[src/rtl/keypad_pkg.sv]
// Shared keypad definitions: key codes, key-to-matrix mapping, legality check, FSM encoding.
// Used by the emulator and by scanner-side checkers.
package keypad_pkg;

    localparam logic [3:0] KEY_STAR = 4'd10;
    localparam logic [3:0] KEY_HASH = 4'd11;

    localparam logic [7:0] LFSR_SEED = 8'hA5;

    typedef enum logic [2:0] {
        ST_IDLE       = 3'd0,
        ST_BOUNCE_IN  = 3'd1,
        ST_PRESS      = 3'd2,
        ST_BOUNCE_OUT = 3'd3,
        ST_RELEASE    = 3'd4,
        ST_GAP        = 3'd5
    } state_t;

    function automatic logic key_illegal(input logic [3:0] key);
        return key > KEY_HASH;
    endfunction

    // Row line (0..3) that a key closes onto.
    function automatic logic [1:0] key_row(input logic [3:0] key);
        logic [1:0] r;
        case (key)
            4'd1, 4'd2, 4'd3: r = 2'd0;
            4'd4, 4'd5, 4'd6: r = 2'd1;
            4'd7, 4'd8, 4'd9: r = 2'd2;
            default:          r = 2'd3;
        endcase
        return r;
    endfunction

    // Column line (0..2) that a key closes onto.
    function automatic logic [1:0] key_col(input logic [3:0] key);
        logic [1:0] c;
        case (key)
            4'd1, 4'd4, 4'd7, KEY_STAR: c = 2'd0;
            4'd2, 4'd5, 4'd8, 4'd0:     c = 2'd1;
            default:                    c = 2'd2;
        endcase
        return c;
    endfunction

endpackage

[src/rtl/keypad_bounce_lfsr.sv]
// 8-bit Fibonacci LFSR (x^8+x^6+x^5+x^4+1) driving contact bounce.
// Only built when KEYPAD_BOUNCE_EN is defined.
`ifdef KEYPAD_BOUNCE_EN
module keypad_bounce_lfsr
    import keypad_pkg::*;
(
    input  logic       clk,
    input  logic       rst,
    input  logic       en,
    output logic [7:0] value
);

    always_ff @(posedge clk) begin
        if (rst) begin
            value <= LFSR_SEED;
        end else if (en) begin
            value <= {value[6:0], value[7] ^ value[5] ^ value[4] ^ value[3]};
        end
    end

endmodule
`endif

[src/rtl/keypad_emulator.sv]
// 3x4 matrix keypad emulator: accepts press commands and closes row/column contacts.
// Optional contact bounce around each press is enabled by defining KEYPAD_BOUNCE_EN.
module keypad_emulator
    import keypad_pkg::*;
#(
    parameter int unsigned HOLD_W        = 16,
    parameter int unsigned GAP_CYCLES    = 8,
    parameter int unsigned BOUNCE_CYCLES = 4
) (
    input  logic              clk,
    input  logic              rst,
    input  logic [2:0]        column,
    output logic [3:0]        row,
    input  logic              cmd_valid,
    output logic              cmd_ready,
    input  logic [3:0]        cmd_key,
    input  logic [HOLD_W-1:0] cmd_hold,
    output logic              busy,
    output logic              pressed,
    output logic              cmd_err
);

    // One window counter serves both the bounce windows and the post-press gap.
    localparam int unsigned CNT_MAX = (GAP_CYCLES > BOUNCE_CYCLES) ? GAP_CYCLES : BOUNCE_CYCLES;
    localparam int unsigned CNT_W   = $clog2(CNT_MAX + 1);

`ifdef KEYPAD_BOUNCE_EN
    localparam state_t PRESS_ENTRY = ST_BOUNCE_IN;
    localparam state_t PRESS_EXIT  = ST_BOUNCE_OUT;

    logic [7:0] lfsr;

    keypad_bounce_lfsr u_lfsr (
        .clk   (clk),
        .rst   (rst),
        .en    (1'b1),
        .value (lfsr)
    );
`else
    localparam state_t PRESS_ENTRY = ST_PRESS;
    localparam state_t PRESS_EXIT  = ST_RELEASE;
`endif

    localparam logic [CNT_W-1:0] EXIT_LOAD = (PRESS_EXIT == ST_RELEASE) ?
                                             CNT_W'(GAP_CYCLES) : CNT_W'(BOUNCE_CYCLES);

    state_t            state, state_next;
    logic [HOLD_W-1:0] hold_cnt, hold_next;
    logic [CNT_W-1:0]  aux_cnt, aux_next;
    logic [3:0]        key_q, key_next;
    logic              ready_next, busy_next, pressed_next, err_next;
    logic [3:0]        row_next;
    logic              xfer;
    logic              col_bit;

    assign xfer = cmd_valid && cmd_ready;

    // State, counters and registered outputs.
    always_ff @(posedge clk) begin
        if (rst) begin
            state     <= ST_IDLE;
            hold_cnt  <= '0;
            aux_cnt   <= '0;
            key_q     <= '0;
            cmd_ready <= 1'b1;
            busy      <= 1'b0;
            pressed   <= 1'b0;
            cmd_err   <= 1'b0;
            row       <= 4'b1111;
        end else begin
            state     <= state_next;
            hold_cnt  <= hold_next;
            aux_cnt   <= aux_next;
            key_q     <= key_next;
            cmd_ready <= ready_next;
            busy      <= busy_next;
            pressed   <= pressed_next;
            cmd_err   <= err_next;
            row       <= row_next;
        end
    end

    // Next-state and counter sequencing.
    always_comb begin
        state_next = state;
        hold_next  = hold_cnt;
        aux_next   = aux_cnt;
        key_next   = key_q;
        case (state)
            ST_IDLE: begin
                if (xfer) begin
                    key_next  = cmd_key;
                    hold_next = (cmd_hold == '0) ? HOLD_W'(1) : cmd_hold;
                    if (key_illegal(cmd_key)) begin
                        state_next = ST_GAP;
                        aux_next   = CNT_W'(GAP_CYCLES);
                    end else begin
                        state_next = PRESS_ENTRY;
                        aux_next   = CNT_W'(BOUNCE_CYCLES);
                    end
                end
            end
            ST_BOUNCE_IN: begin
                if (aux_cnt <= CNT_W'(1)) state_next = ST_PRESS;
                else                      aux_next   = aux_cnt - CNT_W'(1);
            end
            ST_PRESS: begin
                if (hold_cnt <= HOLD_W'(1)) begin
                    state_next = PRESS_EXIT;
                    aux_next   = EXIT_LOAD;
                end else begin
                    hold_next = hold_cnt - HOLD_W'(1);
                end
            end
            ST_BOUNCE_OUT: begin
                if (aux_cnt <= CNT_W'(1)) begin
                    state_next = ST_RELEASE;
                    aux_next   = CNT_W'(GAP_CYCLES);
                end else begin
                    aux_next = aux_cnt - CNT_W'(1);
                end
            end
            ST_RELEASE, ST_GAP: begin
                if (aux_cnt <= CNT_W'(1)) state_next = ST_IDLE;
                else                      aux_next   = aux_cnt - CNT_W'(1);
            end
            default: state_next = ST_IDLE;
        endcase
    end

    // Output decode; row reflects the contact as it stood during the current cycle.
    always_comb begin
        ready_next   = (state_next == ST_IDLE);
        busy_next    = (state_next != ST_IDLE);
        pressed_next = (state_next == ST_PRESS);
`ifdef KEYPAD_BOUNCE_EN
        if (state_next == ST_BOUNCE_IN || state_next == ST_BOUNCE_OUT) pressed_next = lfsr[0];
`endif
        err_next = xfer && key_illegal(cmd_key);

        case (key_col(key_q))
            2'd0:    col_bit = column[0];
            2'd1:    col_bit = column[1];
            default: col_bit = column[2];
        endcase

        row_next = 4'b1111;
        if (pressed && !col_bit) row_next[key_row(key_q)] = 1'b0;
    end

endmodule
[config.mk]
export PLATFORM = sky130hd
export DESIGN_NAME = keypad_emulator
export DESIGN_NICKNAME = d
export VERILOG_FILES = /design/src/rtl/keypad_pkg.sv /design/src/rtl/keypad_bounce_lfsr.sv /design/src/rtl/keypad_emulator.sv
export SDC_FILE = /design/constraint.sdc
export NUM_CORES = 1
export LEC_CHECK = 0
export BUFFER_PORTS_ARGS = -buffer_cell sky130_fd_sc_hd__buf_2
export CORE_ASPECT_RATIO = 0.6
export CORE_MARGIN = 2
export CORE_UTILIZATION = 60
export DETAILED_ROUTE_END_ITERATION = 8
export GPL_TIMING_DRIVEN = 0
export PLACE_DENSITY = 0.83
export SYNTH_ARGS = -nofsm -noshare
export SYNTH_HDL_FRONTEND = slang
export SYNTH_HIERARCHICAL = 1
export SYNTH_SLANG_ARGS = --single-unit
[constraint.sdc]
create_clock -name clk -period 4.2 [get_ports clk]
set_input_delay 0.63 -clock clk [delete_from_list [all_inputs] [get_ports clk]]
set_output_delay 0.63 -clock clk [all_outputs]
set_load 0.01 [all_outputs]
Yosys cells after proc, flatten, opt, wreduce, memory -nomap -nowiden --
Memories as Yosys holds them, arrays and structs flattened. A register that Yosys moved wholly into a read port is not among the register bits. Cells that the tools add are included. Widths: inputs -> output; s select.
Storage, ports and cells: memories kept 2, logic and storage cells 74, input port bits 26, bits in read-only memories 64, bits in registers 35, latch bits 0, RAM bits 0
Cells by class: order comparisons 5, shift-type cells 0, bitwise operators 2, $mul 0, reductions and logical operators 18, equal/unequal tests 11, div/mod/pow operators 0, mux-type cells 25, add/sub/neg operators 2
Memory list:
- (name not given) | depth 16, width 2, rd ports 1, clocked after memory_dff 1, write ports 0, line keypad_pkg.sv:38 | case (key)
- (name not given) | depth 16, width 2, rd ports 1, clocked after memory_dff 1, write ports 0, line keypad_pkg.sv:26 | case (key)
Operator list (number):
- $mux 16 | 3
- $mux 4 | 9
- $pmux 16 s2 | 1
- $mux 3 | 6
- $le 16x1->1 const B | 1
- $logic_not 16->1 | 1
- $pmux 4 s4 | 1
- $sub 16x1->16 const B | 1
- $pmux 3 s5 | 1
- $eq 3x2->1 const B | 3
- $ne 2x2->1 const B | 4
- $eq 3x3->1 const B | 2
- $logic_not 3->1 | 2
- $gt 4x4->1 const B | 1
- $le 4x1->1 const B | 1
- $logic_and 1x1->1 | 4
- $not 4->4 | 1
- $reduce_and 4->1 | 1
- $reduce_bool 4->1 | 1
- $reduce_or 2->1 | 2
- $sub 4x1->4 const B | 1
- $eq 3x1->1 const B | 1
- $lt 2x3->1 const B | 1
- $reduce_and 3->1 | 1
- other kinds (13) | 13

Logic depth before layout (Yosys ltp) --
word-level depth 10, depth in mapped cells 8, depth with buffers taken out 7

Worst setup path before layout --
OpenSTA, ideal clock, no wires.
kind flip-flop to flip-flop, start point reg aux_cnt[0], end point reg aux_cnt[3], slack 2335 ps, path buffers 1, stages on the path, launching flop included 9, arrival 1741 ps, period minus slack after synthesis 1865 ps, path through dfxtp_1 -> inv_1 -> ha_1 -> or2_2 -> a32oi_1 -> nor2_1 -> or3_1 -> buf_2 -> mux2i_1
Between the ends: word-level cells in the longest chain between the ends 3
RTL lines:
- from (decl) | line keypad_emulator.sv:49 | logic [CNT_W-1:0] aux_cnt, aux_next;
- from (signal assigned) | line keypad_emulator.sv:73 | aux_cnt <= aux_next;
- $sub 4x1->4 / $le 4x1->1 (equally long branches)
- $mux 4 (tied with other cells) | line keypad_emulator.sv:104, keypad_emulator.sv:124
- $pmux 4 s4 / $reduce_and 4->1 (equally long branches)
Parallel ways exist; a longest one is shown, timed or not. The select of a mux whose other input is x is not followed. A chain may end at the register's enable or synchronous reset.

Final worst setup path --
start point reg hold_cnt[0], end point reg hold_cnt[12]
Between the ends: word-level cells in the longest chain between the ends 3
RTL lines:
- from (decl) | line keypad_emulator.sv:48 | logic [HOLD_W-1:0] hold_cnt, hold_next;
- from (signal assigned) | line keypad_emulator.sv:72 | hold_cnt <= hold_next;
- $sub 16x1->16 / $le 16x1->1 (equally long branches) | line keypad_emulator.sv:112, keypad_emulator.sv:108
- $mux 16 / $ne 2x2->1 (equally long branches)
- $pmux 16 s2 / $reduce_and 3->1 (equally long branches)
Parallel ways exist; a longest one is shown, timed or not. The select of a mux whose other input is x is not followed.

==> qor.csv <==
stage;metric;value;unit
cells_and_area;fin_util;71.14;%
timing;timing.final.setup_violations;0;
setup_path;timing.critical_path.slowest_stage_cell;nor3b_1;
yosys;yosys.area_share.adder;2.192;%
timing;layout_setup_ws;1.817;ns
clock_network;tritoncts_sink_count;39;
setup_path;r2r_setup_slack;1.82;ns
clock_network;clk_root_buffer_cell;clkbuf_8;
cells_and_area;final_design_area_excluding_fillers;2603;sq um
clock_network;clock_path_buffers;2;
floorplanning;io_pins;34;
drt;route.top_layer_used;met4;
yosys;synth.cells.most_frequent;39 x dfxtp_1, 35 x a21oi_1, 28 x nor2_1;
yosys;yosys_warnings;6;
place;dp.cells;375;
clock_network;cts_made_buffers;5;
status;outcome;finished, final reports clean;
power_and_ir_drop;power-per-cell-area;820.4;nW/um^2
clock_network;clock_insertion_delay_worst_skew;0.30;ns
drt;vias_per_cell;6.321;
timing;slew-limit-headroom;42.71;%
global_route;grt_pass1_vias;2179;
yosys;dominantRegCellSynth;dfxtp_1;
cells_and_area;stdcell_count;383;
setup_path;worstPathMaxFanout;7;
clock_network;postCtsSetupBuffers;0;
cells_and_area;antenna_cells_inserted;0;
yosys;synth_mux_area_share;1.753;%
timing;finalHoldViolCount;0;
clock_network;cts_tree;built;
yosys;synth_xor_area_share;0.7671;%
yosys;post_synth_instance_area;2283;sq um
floorplanning;initial_core_util;62.41;%
power_and_ir_drop;peakVddDrop;0.5132;mV
global_route;global_route_usage_over_all_layers;31.19;%
timing;grt_setup_unrepaired;false;
clock_network;clock_pin_slew_on_the_worst_setup_and_hold_paths;0.07;ns
setup_path;critical-path-max-stage-delay;0.73;ns
min_path;hold_class;reg2reg;
timing;skew;0.003946;ns
setup_path;critical_path.cell_chain;inv_1 > ha_1 > nor3b_1 > nand3_1 > o31a_1 > o21ai_0 > a21oi_1;
yosys;number_of_flops_mapped_to_enable_cells_by_yosys;0;
floorplanning;fp.dieH;51.79;um
yosys;synthSimpleGateAreaFrac;28.00;%
power_and_ir_drop;total_leakage_power;1.028;nW
global_route;gr-total-overflow;0;
place;hpwl_reported_at_the_end_of_detailed_placement;4706;um
cells_and_area;drive_above_1_share;16.96;%
setup_path;critPathLaunchType;register;
cells_and_area;synthToLayoutAreaGrowth;13.97;%
drt;via_count;2421;
yosys;dominant_combinational_cell_family_by_area_after_synthesis;compound AO/OA/AOI/OAI gates;
timing;fin_setup_tns;0;ns
yosys;synth.yosys.seq_area_share;34.19;%
place;gp_routability_congestion;0.9382;
timing;layout_min_cycle_time;2.383;ns
drt;detail_route.wl_per_cell;16.64;um
yosys;synth_top_area_share;34.19;%
global_route;global_route_wire_length_before_repair;10560;um
setup_path;path_class;reg2reg;
setup_path;data_arrival_time_of_the_critical_path;2.55;ns
clock_network;cts_hold_repair.buffers;0;
timing;transition_at_the_pin_with_the_smallest_max_transition_slack;0.8575;ns
timing;timing_max_transition_violations_final;0;
setup_path;data_required_time_at_the_worst_endpoint;4.37;ns
yosys;yosys.cell_types.count;51;
yosys;cell_type_contributing_the_most_total_cell_area_after_synthesis;dfxtp_1;
drt;routed-wl-met3;699;um
drt;routed-wl-met2;2522;um
setup_path;setup.worst_path.end_class;register;
drt;drt_iter0_drc;375;
floorplanning;die_area;4331;sq um
floorplanning;core;3659;sq um
yosys;synth_area_in_compound_gates;28.05;%
global_route;initial_antenna_violation_count;0;
timing;fmaxAchievable;0.4196;GHz
drt;drt_drc_violations_left;0;
cells_and_area;layout.nets;365;
timing;min_period_over_period;56.74;%
drt;wl_met1;3072;um
floorplanning;core.rowCount;17;
power_and_ir_drop;overall_power_after_layout;2.135;mW
clock_network;htreeDepth;2;
yosys;synth.net_count;326;
clock_network;post_cts_gate_resize_count;0;
place;dpl_worst_slack;1.974;ns
yosys;yosys_register_bits;39;
timing;whs;0.4103;ns
place;post_dp_cell_area;2502;sq um
yosys;post_synth.cell_area_avg;7.714;sq um
job;drv_cap;0;
drt;drt-pass1-iter-count;5;
floorplanning;die_x;83.64;um
yosys;synth_cells;296;
global_route;grt_max_degree;12;
yosys;synth.area.top_cells;dfxtp_1 34%, a21oi_1 7.7%, nor2_1 4.6%, o21ai_0 4.4%, nand2_1 3.5%;
drt;final_antenna_net_count;0;
yosys;yosysMostFrequentCell;dfxtp_1;
drt;totalWireLength;6372;um
place;port_buffers;32;
yosys;asyncSetResetFlopFracSynth;0;%
[where the power goes]
group	leakage [nW]	internal (mW)	switching, mW
Clock	0.0515	0.150	0.131
Sequential	0.320	0.489	0.136
Combinational	0.656	0.473	0.756
Total	1.03	1.11	1.02
[metal layers]
metal	up-vias	global-route usage, %
met3	13	7.302
li1	1150	-
met4	0	8.871
met1	1113	47.09
met5	-	0
met2	145	44.00
[final timing paths]
kind	start	endpoint	cells after the start
worst min-delay path	register	row[2]	1
worst min register to register	register	row[2]	1
worst max-delay path	hold_cnt[0]	hold_cnt[12]	7
worst max register to register	hold_cnt[0]	hold_cnt[12]	7
[worst max-delay path: cells and delay by family (launching register included)]
kind / cells / cell delay [ns]
AOI/OAI and AO/OA: 3 / 0.59
adders and majority gates: 1 / 0.22
buffers and inverters: 1 / 0.09
DFF: 1 / 0.37
and+or+nand+nor: 2 / 0.99
[layout make-up]
class | count | area, sq um
Multi-Input combinational cell | 229 | 1388
Fill cell | 318 | 1056
Sequential cell | 39 | 780.7
Timing Repair Buffer | 32 | 160.2
Clock buffer | 8 | 100.1
Buffer | 18 | 77.57
Tap cell | 47 | 58.81
Inverter | 10 | 37.54
[cells by family after synthesis]
group | after synthesis
AND/OR/NAND/NOR | 118
flip-flops | 39
XOR/XNOR | 2
AO/OA/AOI/OAI | 101
buffers and inverters | 28
adder cells (fa/ha/maj) | 4
multiplexers | 4
[cell usage in the layout, fill, tap and decap left out, types with 5 or more instances in the layout]
master and instances:
nor4_1 6, a21o_1 10, nand3_1 9, nand2_1 21, buf_2 40, dfxtp_1 39
inv_1 10, nor2_1 28, nor3_1 12, o21ai_0 20, clkbuf_8 7, nand2b_1 9
or2_2 5, nand3b_1 5, a21oi_1 35, clkbuf_1 10
No activity file was read; power rests on OpenSTA's default activity.
